==> config.mk <==
export PLATFORM = sky130hd
export DESIGN_NAME = datamemory_lsu
export DESIGN_NICKNAME = d
export VERILOG_FILES = /design/src/rtl/dm_pkg.sv /design/src/rtl/dm_load_align.sv /design/src/rtl/datamemory_lsu.sv
export SDC_FILE = /design/constraint.sdc
export NUM_CORES = 2
export LEC_CHECK = 0
export CAP_MARGIN = 10
export CORE_ASPECT_RATIO = 1.1
export CORE_UTILIZATION = 45
export DETAILED_ROUTE_END_ITERATION = 12
export DONT_BUFFER_PORTS = 1
export PLACE_DENSITY = 0.65
export SYNTH_ARGS = -nofsm -noshare
export SYNTH_HDL_FRONTEND = slang
export SYNTH_HIERARCHICAL = 1
export SYNTH_SLANG_ARGS = --single-unit
==> constraint.sdc <==
create_clock -name clk -period 7.9 [get_ports clk]
set_input_delay 0.79 -clock clk [delete_from_list [all_inputs] [get_ports clk]]
set_output_delay 0.79 -clock clk [all_outputs]
set_load 0.05 [all_outputs]
==> src/rtl/dm_pkg.sv <==
// Shared definitions for the data-memory load/store unit.
package dm_pkg;

  localparam logic [2:0] F3_B  = 3'b000;
  localparam logic [2:0] F3_H  = 3'b001;
  localparam logic [2:0] F3_W  = 3'b010;
  localparam logic [2:0] F3_BU = 3'b100;
  localparam logic [2:0] F3_HU = 3'b101;

  typedef enum logic [1:0] {IDLE, WAIT, ACCESS, RESP} lsu_state_t;

  // Store byte-lane enables for a given size and lane; zero for non-store encodings.
  function automatic logic [3:0] byte_en(input logic [2:0] funct3, input logic [1:0] lane);
    logic [3:0] be;
    case (funct3)
      F3_B:    be = 4'b0001 << lane;
      F3_H:    be = lane[1] ? 4'b1100 : 4'b0011;
      F3_W:    be = 4'b1111;
      default: be = 4'b0000;
    endcase
    return be;
  endfunction

  // Misalignment or an encoding that is illegal for the access direction.
  function automatic logic access_err(input logic we, input logic [2:0] funct3,
                                      input logic [1:0] lane);
    logic e;
    case (funct3)
      F3_B:    e = 1'b0;
      F3_H:    e = lane[0];
      F3_W:    e = (lane != 2'b00);
      F3_BU:   e = we;
      F3_HU:   e = we | lane[0];
      default: e = 1'b1;
    endcase
    return e;
  endfunction

  // Store data replicated across lanes so the byte enables pick the right slice.
  function automatic logic [31:0] store_data(input logic [2:0] funct3, input logic [31:0] wdata);
    logic [31:0] d;
    case (funct3)
      F3_B:    d = {4{wdata[7:0]}};
      F3_H:    d = {2{wdata[15:0]}};
      default: d = wdata;
    endcase
    return d;
  endfunction

endpackage

==> src/rtl/dm_load_align.sv <==
// Load formatter: lane select plus sign/zero extension of a RAM word.
module dm_load_align
  import dm_pkg::*;
(
  input  logic [31:0] word,
  input  logic [2:0]  funct3,
  input  logic [1:0]  lane,
  output logic [31:0] rdata
);

  logic [31:0] shifted;
  logic [7:0]  b;
  logic [15:0] h;

  // Pick the addressed byte/halfword and extend according to funct3[2].
  always_comb begin
    shifted = word >> {lane, 3'b000};
    b       = shifted[7:0];
    h       = lane[1] ? word[31:16] : word[15:0];
    rdata   = '0;
    case (funct3)
      F3_B:    rdata = {{24{b[7]}}, b};
      F3_BU:   rdata = {24'd0, b};
      F3_H:    rdata = {{16{h[15]}}, h};
      F3_HU:   rdata = {16'd0, h};
      F3_W:    rdata = word;
      default: rdata = '0;
    endcase
  end

endmodule

==> src/rtl/datamemory_lsu.sv <==
// Handshaked load/store unit with an internal byte-lane RAM and optional wait states.
module datamemory_lsu
  import dm_pkg::*;
#(
  parameter int ADDR_W      = 9,
  parameter int DATA_W      = 32,
  parameter int WAIT_CYCLES = 0
) (
  input  logic              clk,
  input  logic              reset_n,
  input  logic              req_valid,
  output logic              req_ready,
  input  logic              req_we,
  input  logic [ADDR_W-1:0] req_addr,
  input  logic [2:0]        req_funct3,
  input  logic [DATA_W-1:0] req_wdata,
  output logic              rsp_valid,
  input  logic              rsp_ready,
  output logic [DATA_W-1:0] rsp_rdata,
  output logic              rsp_err
);

  localparam int DEPTH = 2 ** (ADDR_W - 2);
  localparam logic [3:0] WAIT_INIT = (WAIT_CYCLES > 0) ? 4'(WAIT_CYCLES - 1) : 4'd0;

  if (DATA_W != 32) begin : g_bad_data_w
    $error("datamemory_lsu: DATA_W must be 32");
  end
  if (WAIT_CYCLES < 0 || WAIT_CYCLES > 15) begin : g_bad_wait
    $error("datamemory_lsu: WAIT_CYCLES must be 0..15");
  end

  lsu_state_t        state_q, state_d;
  logic [3:0]        cnt_q, cnt_d;
  logic              we_q, we_d;
  logic [ADDR_W-1:0] addr_q, addr_d;
  logic [2:0]        f3_q, f3_d;
  logic [DATA_W-1:0] wdata_q, wdata_d;
  logic              rsp_valid_q, rsp_valid_d;
  logic [DATA_W-1:0] rsp_rdata_q, rsp_rdata_d;
  logic              rsp_err_q, rsp_err_d;

  logic [DATA_W-1:0] ram [DEPTH];
  logic [DATA_W-1:0] rd_word_q;
  logic [DATA_W-1:0] ld_data;
  logic              err_c;
  logic [3:0]        be_c;
  logic [DATA_W-1:0] wr_c;
  logic              ram_wr;
  logic [ADDR_W-3:0] idx;

  assign idx    = addr_q[ADDR_W-1:2];
  assign err_c  = access_err(we_q, f3_q, addr_q[1:0]);
  assign be_c   = byte_en(f3_q, addr_q[1:0]);
  assign wr_c   = store_data(f3_q, wdata_q);
  assign ram_wr = (state_q == ACCESS) && we_q && !err_c;

  assign req_ready = (state_q == IDLE);
  assign rsp_valid = rsp_valid_q;
  assign rsp_rdata = rsp_rdata_q;
  assign rsp_err   = rsp_err_q;

  dm_load_align u_align (
    .word   (rd_word_q),
    .funct3 (f3_q),
    .lane   (addr_q[1:0]),
    .rdata  (ld_data)
  );

  // Single-cycle RAM access: byte-enabled write and word read in the ACCESS state only.
  always_ff @(posedge clk) begin
    if (state_q == ACCESS) begin
      for (int unsigned i = 0; i < 4; i++) begin
        if (ram_wr && be_c[i]) ram[idx][8*i +: 8] <= wr_c[8*i +: 8];
      end
      rd_word_q <= ram[idx];
    end
  end

  // Next-state, request latch and registered response generation.
  always_comb begin
    state_d     = state_q;
    cnt_d       = cnt_q;
    we_d        = we_q;
    addr_d      = addr_q;
    f3_d        = f3_q;
    wdata_d     = wdata_q;
    rsp_valid_d = rsp_valid_q;
    rsp_rdata_d = rsp_rdata_q;
    rsp_err_d   = rsp_err_q;
    case (state_q)
      IDLE: begin
        if (req_valid) begin
          we_d    = req_we;
          addr_d  = req_addr;
          f3_d    = req_funct3;
          wdata_d = req_wdata;
          if (WAIT_CYCLES > 0) begin
            state_d = WAIT;
            cnt_d   = WAIT_INIT;
          end else begin
            state_d = ACCESS;
          end
        end
      end
      WAIT: begin
        if (cnt_q == 4'd0) state_d = ACCESS;
        else               cnt_d   = cnt_q - 4'd1;
      end
      ACCESS: state_d = RESP;
      RESP: begin
        // First RESP cycle formats the word read at the ACCESS edge; then hold until taken.
        if (!rsp_valid_q) begin
          rsp_valid_d = 1'b1;
          rsp_err_d   = err_c;
          rsp_rdata_d = (err_c || we_q) ? '0 : ld_data;
        end else if (rsp_ready) begin
          rsp_valid_d = 1'b0;
          rsp_rdata_d = '0;
          rsp_err_d   = 1'b0;
          state_d     = IDLE;
        end
      end
      default: state_d = IDLE;
    endcase
  end

  // State and response registers with asynchronous active-low reset.
  always_ff @(posedge clk or negedge reset_n) begin
    if (!reset_n) begin
      state_q     <= IDLE;
      cnt_q       <= '0;
      we_q        <= 1'b0;
      addr_q      <= '0;
      f3_q        <= '0;
      wdata_q     <= '0;
      rsp_valid_q <= 1'b0;
      rsp_rdata_q <= '0;
      rsp_err_q   <= 1'b0;
    end else begin
      state_q     <= state_d;
      cnt_q       <= cnt_d;
      we_q        <= we_d;
      addr_q      <= addr_d;
      f3_q        <= f3_d;
      wdata_q     <= wdata_d;
      rsp_valid_q <= rsp_valid_d;
      rsp_rdata_q <= rsp_rdata_d;
      rsp_err_q   <= rsp_err_d;
    end
  end

endmodule
* After elaboration in Yosys (flattened, before gate mapping)
Memories as Yosys holds them, arrays and structs flattened. A register that Yosys moved wholly into a read port is not among the register bits.
Index checks and enable logic that the tools add are counted.
** Cells by class
- Shift operators :: 2
- Bitwise operators :: 2
- Eq/ne operators :: 12
- Reductions and logical operators :: 16
- $add $sub $neg :: 1
- Mux-type cells :: 30
** Operators with widths (count)
- $pmux W32 S5 :: 1
- $mux W32 :: 3
- $pmux W32 S2 :: 1
- $shr A32 B5 Y8 :: 1
- $mux W1 :: 16
- $mux W16 :: 1
- $pmux W4 S3 :: 1
- $ne A2 B2 Y1 const B :: 5
- $mux W2 :: 4
- $pmux W2 S4 :: 1
- $eq A3 B3 Y1 const B :: 2
- $logic_and A1 B1 Y1 :: 6
- $reduce_and A2 Y1 :: 3
- $pmux W1 S5 :: 1
- $eq A2 B2 Y1 const B :: 2
- $logic_not A4 Y1 :: 1
- $mux W4 :: 1
- $reduce_and A4 Y1 :: 1
- $shl A1 B2 Y4 const A :: 1
- $sub A4 B1 Y4 const B :: 1
- $eq A3 B1 Y1 const B :: 1
- $eq A3 B2 Y1 const B :: 1
- $logic_not A3 Y1 :: 1
- $eq A2 B1 Y1 const B :: 1
- 6 further kinds :: 6
** Word-level totals
- Register bits :: 85
- Memories :: 1
- Memory bits (writable) :: 4096
- Logic and storage cells :: 73
- Input bits :: 49
** Memories
- ram :: words 128, width 32, rd ports 1, clocked after Yosys merged registers in 1, write ports 1, line datamemory_lsu.sv:43 : logic [DATA_W-1:0] ram [DEPTH];

* Logic depth before layout (Yosys ltp)
- Word-level depth :: 8
- Gate-level depth with buffers :: 10
- Mapped depth without buffers :: 5

* Cells and area by module
Netlist, hierarchy kept.
** By module, submodules not included
- datamemory_lsu :: seq. area each 126085.9 um2, times used 1, cells each 6824, area each 162261.9 um2
- dm_load_align :: seq. area each 0.0 um2, times used 1, cells each 117, area each 884.6 um2

* Worst setup path after synthesis
OpenSTA, ideal clock, no wires.
- Path kind :: reg2reg
- Start :: register wdata_q[2]
- End :: memory ram[0][26] (data pin)
- Period minus slack after synthesis :: 6406 ps
- Arrival time :: 5514 ps
- Path buffers :: 0
- Cell stages (with the launch flop) :: 3
- Library setup time :: 892 ps
- Slack :: 1494 ps
- Cells stage by stage :: dfrtp_1 > mux2i_1 > a21oi_1
** Between the ends
- Cells in the longest elaborated chain, start to end :: 1
** RTL lines
- from (decl) :: line datamemory_lsu.sv:38 : logic [DATA_W-1:0] wdata_q, wdata_d;
- from (signal assigned) :: line datamemory_lsu.sv:146 : wdata_q <= wdata_d;
- $pmux W32 S2 :: line dm_pkg.sv:42 : case (funct3)
- via wr_c[26] :: line datamemory_lsu.sv:48 : logic [DATA_W-1:0] wr_c;
- to (decl) :: line datamemory_lsu.sv:43
The timed path passes the listed nets, and every way through them passes these cells.

* Final worst setup path
- Start :: register addr_q[6]
- End :: memory ram[124][15], enable pin
** RTL lines
- from (decl) :: line datamemory_lsu.sv:36 : logic [ADDR_W-1:0] addr_q, addr_d;
- from (signal assigned) :: line datamemory_lsu.sv:144 : addr_q <= addr_d;
Straight into the memory's write port.

==> results.yml <==
run_status:
  status: "finished, final reports clean"
synthesis:
  synth.avg_cell_area_um2: 23.5
  synth_nets: 6991
  ys_seq_area_frac: 0.773
  yosysWarnings: 6
  ys_types: 45
  syn_area_um2: 163000
  ys_ff_latch: 4213
  synthCells: 6941
clock_network:
  htree_levels: 5
  clock_path_buffers: 4
  clock_latency_ps: 950
  cts_inserted_buffers: 399
  root_buffer: "clkbuf_16"
  cts.sinks: 4213
  post_cts_resized: 0
  cts.reportedPaths.clkPinSlew_ps: 60
  cts_tree: "built"
sta:
  max_slew.worst_pin.slew_ps: 1380
  finalCritPeriodShare: 0.628
  layout_min_cycle_time_ps: 4960
  setup_viol: 0
  rsz0062_at_grt: "false"
  clock.fmax_mhz: 201
  final_max_slew_viol_count: 0
  slew_headroom: 0.0801
  clock_skew_ps: 72.0
  hold_viol: 0
  whs_ps: 80.8
  tns_ps: 0
drt:
  drtIter0Drc: 11300
  wire_per_inst_um: 35.4
  postRouteAntennaNets: 0
  drt_wl_total_um: 435000
  via_per_inst: 6.28
  drcViolationCount: 0
  num_vias: 77300
  dr.pass1.iters: 8
global_routing:
  grt_pass1_wl_um: 608000
  grt_pass1_vias: 76400
  grt_usage: 0.239
  met1_usage: 0.323
  antenna_found_initial: 45
  grt.overflow.total: 0
  use_met3: 0.0625
  use_met2: 0.370
  grt_max_degree: 158
  grt.busiest_layer: "met2"
critical_path:
  critPathKind: "reg2reg"
  cp-end-kind: "flop"
  cp_max_fo: 45
  critPathArrivalTime_ps: 5490
  reg2reg_depth: 5
  required_ps: 8420
  startpoint_type: "flop"
worst_hold_path:
  hold_depth: 1
  hold_path_class: "in2reg"
placed_design:
  dp.final_hpwl_um: 273000
  place_inst: 11500
  port_buffers: 0
  gp_congestion: 0.876
cells_and_area:
  mostFrequentLayoutCell: "edfxtp_1"
  stdcell_count: 12300
  area_growth_pct: 12.2
  nets: 7194
  drive_above_1_share: 0.302
  layout_common_cells: "edfxtp_1 (4128), mux4_2 (1344), nor2_1 (533), clkbuf_16 (408), nand2_1 (147)"
die:
  rows: 231
  fp.dieW_um: 576
  die_h_um: 634
  core_um2: 360000
  start_util: 0.453
  io_pins: 84
  die_area_um2: 365000
power:
  ir_worst_vdd_mv: 0.431
  p_per_area_nw_per_um2: 396
  p_leak_nw: 55.4
run:
  maxCapViolCount: 0
## final timing paths
check | startpoint | endpoint | slack, ps
min in group asynchronous | reset_n | addr_q[2] | 530
worst max-delay path | addr_q[6] | ram[124][15] | 2940
worst min register to register | cnt_q[3] | cnt_q[3] | 510
max in group asynchronous | reset_n | addr_q[4] | 6910
worst max register to register | addr_q[6] | ram[124][15] | 2940
worst min-delay path | req_addr[6] | addr_q[6] | 80
## layout make-up
type                            count  area, um2
Antenna cell                       61        153
Sequential cell                  4213     126000
Clock buffer                      472      10500
Inverter                            5       18.8
Timing Repair Buffer              209       2160
Multi-Input combinational cell   2316      35600
Clock inverter                    251       2440
Fill cell                       27400     177000
Tap cell                         4776       5980
## what timing repair did
action | CTS | global route
endpoints found under the hold margin | 129 | 0
hold buffers | 46 | 0
setup buffers | 0 | 0
## critical path, stage by stage (launching register included)
cell and delay, ps:
dfrtp_4 810, buf_4 800, nand2_1 270, nor2_1 610, nand2_1 880, nor2_1 1060
## power by group
| part | internal [mW] | switching (mW) | leakage [nW] |
|---|---|---|---|
| combinational | 8.37 | 13.6 | 10.7 |
| sequential | 29.9 | 1.43 | 38.4 |
| clock | 11.0 | 8.25 | 6.37 |
## registers in the layout (all words and copies together), names as in the netlist
signal / cells
ram: 4096
rd_word_q: 32
rsp_rdata: 32
wdata_q: 32
addr_q: 9
cnt_q: 4
f3_q: 3
state_q: 2
rsp_err: 1
rsp_valid: 1
we_q: 1
## metrics by stage
step                power [mW]  utilization  cell area, um2  worst slack, ps
floorplan                 45.1            -          163000             1490
global placement          53.1        0.469          169000             3100
detailed placement        53.6        0.470          169000             3100
CTS                       72.6        0.507          183000             3070
global route              74.4        0.508          183000             2920
finish                    72.5        0.508          183000             2940
## Yosys cell counts, drive strengths merged
| library cell | n | share of area |
|---|---|---|
| xnor2 | 2 | 0.00011 |
| a22oi | 8 | 0.00045 |
| nand2b | 9 | 0.00044 |
| and2 | 3 | 0.00012 |
| nor3b | 2 | 0.00012 |
| a21o | 1 | 0.000046 |
| o221ai | 2 | 0.00011 |
| o22ai | 7 | 0.00027 |
| dfrtp | 85 | 0.013 |
| nor4 | 2 | 0.000077 |
| nor2 | 547 | 0.013 |
| or2 | 3 | 0.00012 |
| buf | 140 | 0.0043 |
| mux4 | 1344 | 0.19 |
| a211o | 1 | 0.00011 |
| o211ai | 16 | 0.00077 |
| o2111a | 1 | 0.000069 |
| nor3 | 8 | 0.00025 |
| clkbuf | 267 | 0.0061 |
| nor2b | 7 | 0.00027 |
| inv | 5 | 0.00012 |
| and3 | 2 | 0.000077 |
| nand2 | 147 | 0.0034 |
| a21boi | 2 | 0.000092 |
| a221oi | 1 | 0.000054 |
| a22o | 33 | 0.0018 |
| mux2 | 107 | 0.0074 |
| o21ai | 15 | 0.00046 |
| o21bai | 1 | 0.000046 |
| mux2i | 16 | 0.00098 |
| a21oi | 11 | 0.00034 |
| ha | 1 | 0.000077 |
| edfxtp | 4128 | 0.76 |
| nand3 | 17 | 0.00052 |
## routing by layer
metal	routed length, um	part of all wire	up-vias
met3	47100	0.11	819
met4	19900	0.046	30
met1	164000	0.38	42000
met5	197	0.00045	-
li1	-	-	30000
met2	205000	0.47	4437
## logic make-up (layout without fill, tap and decap cells)
| group | after synthesis | in the layout | share of synthesized area |
|---|---|---|---|
| flops | 4213 | 4213 | 0.773 |
| mux | 1467 | 1467 | 0.194 |
| compound gates | 99 | 99 | 0.00458 |
| fa+ha+maj | 1 | 1 | 0.0000767 |
| other cells | 0 | 61 | 0 |
| xor+xnor | 2 | 2 | 0.000107 |
| buf+inv | 412 | 937 | 0.0105 |
| simple gates | 747 | 747 | 0.0180 |
Power figures use the tool's default switching activity.
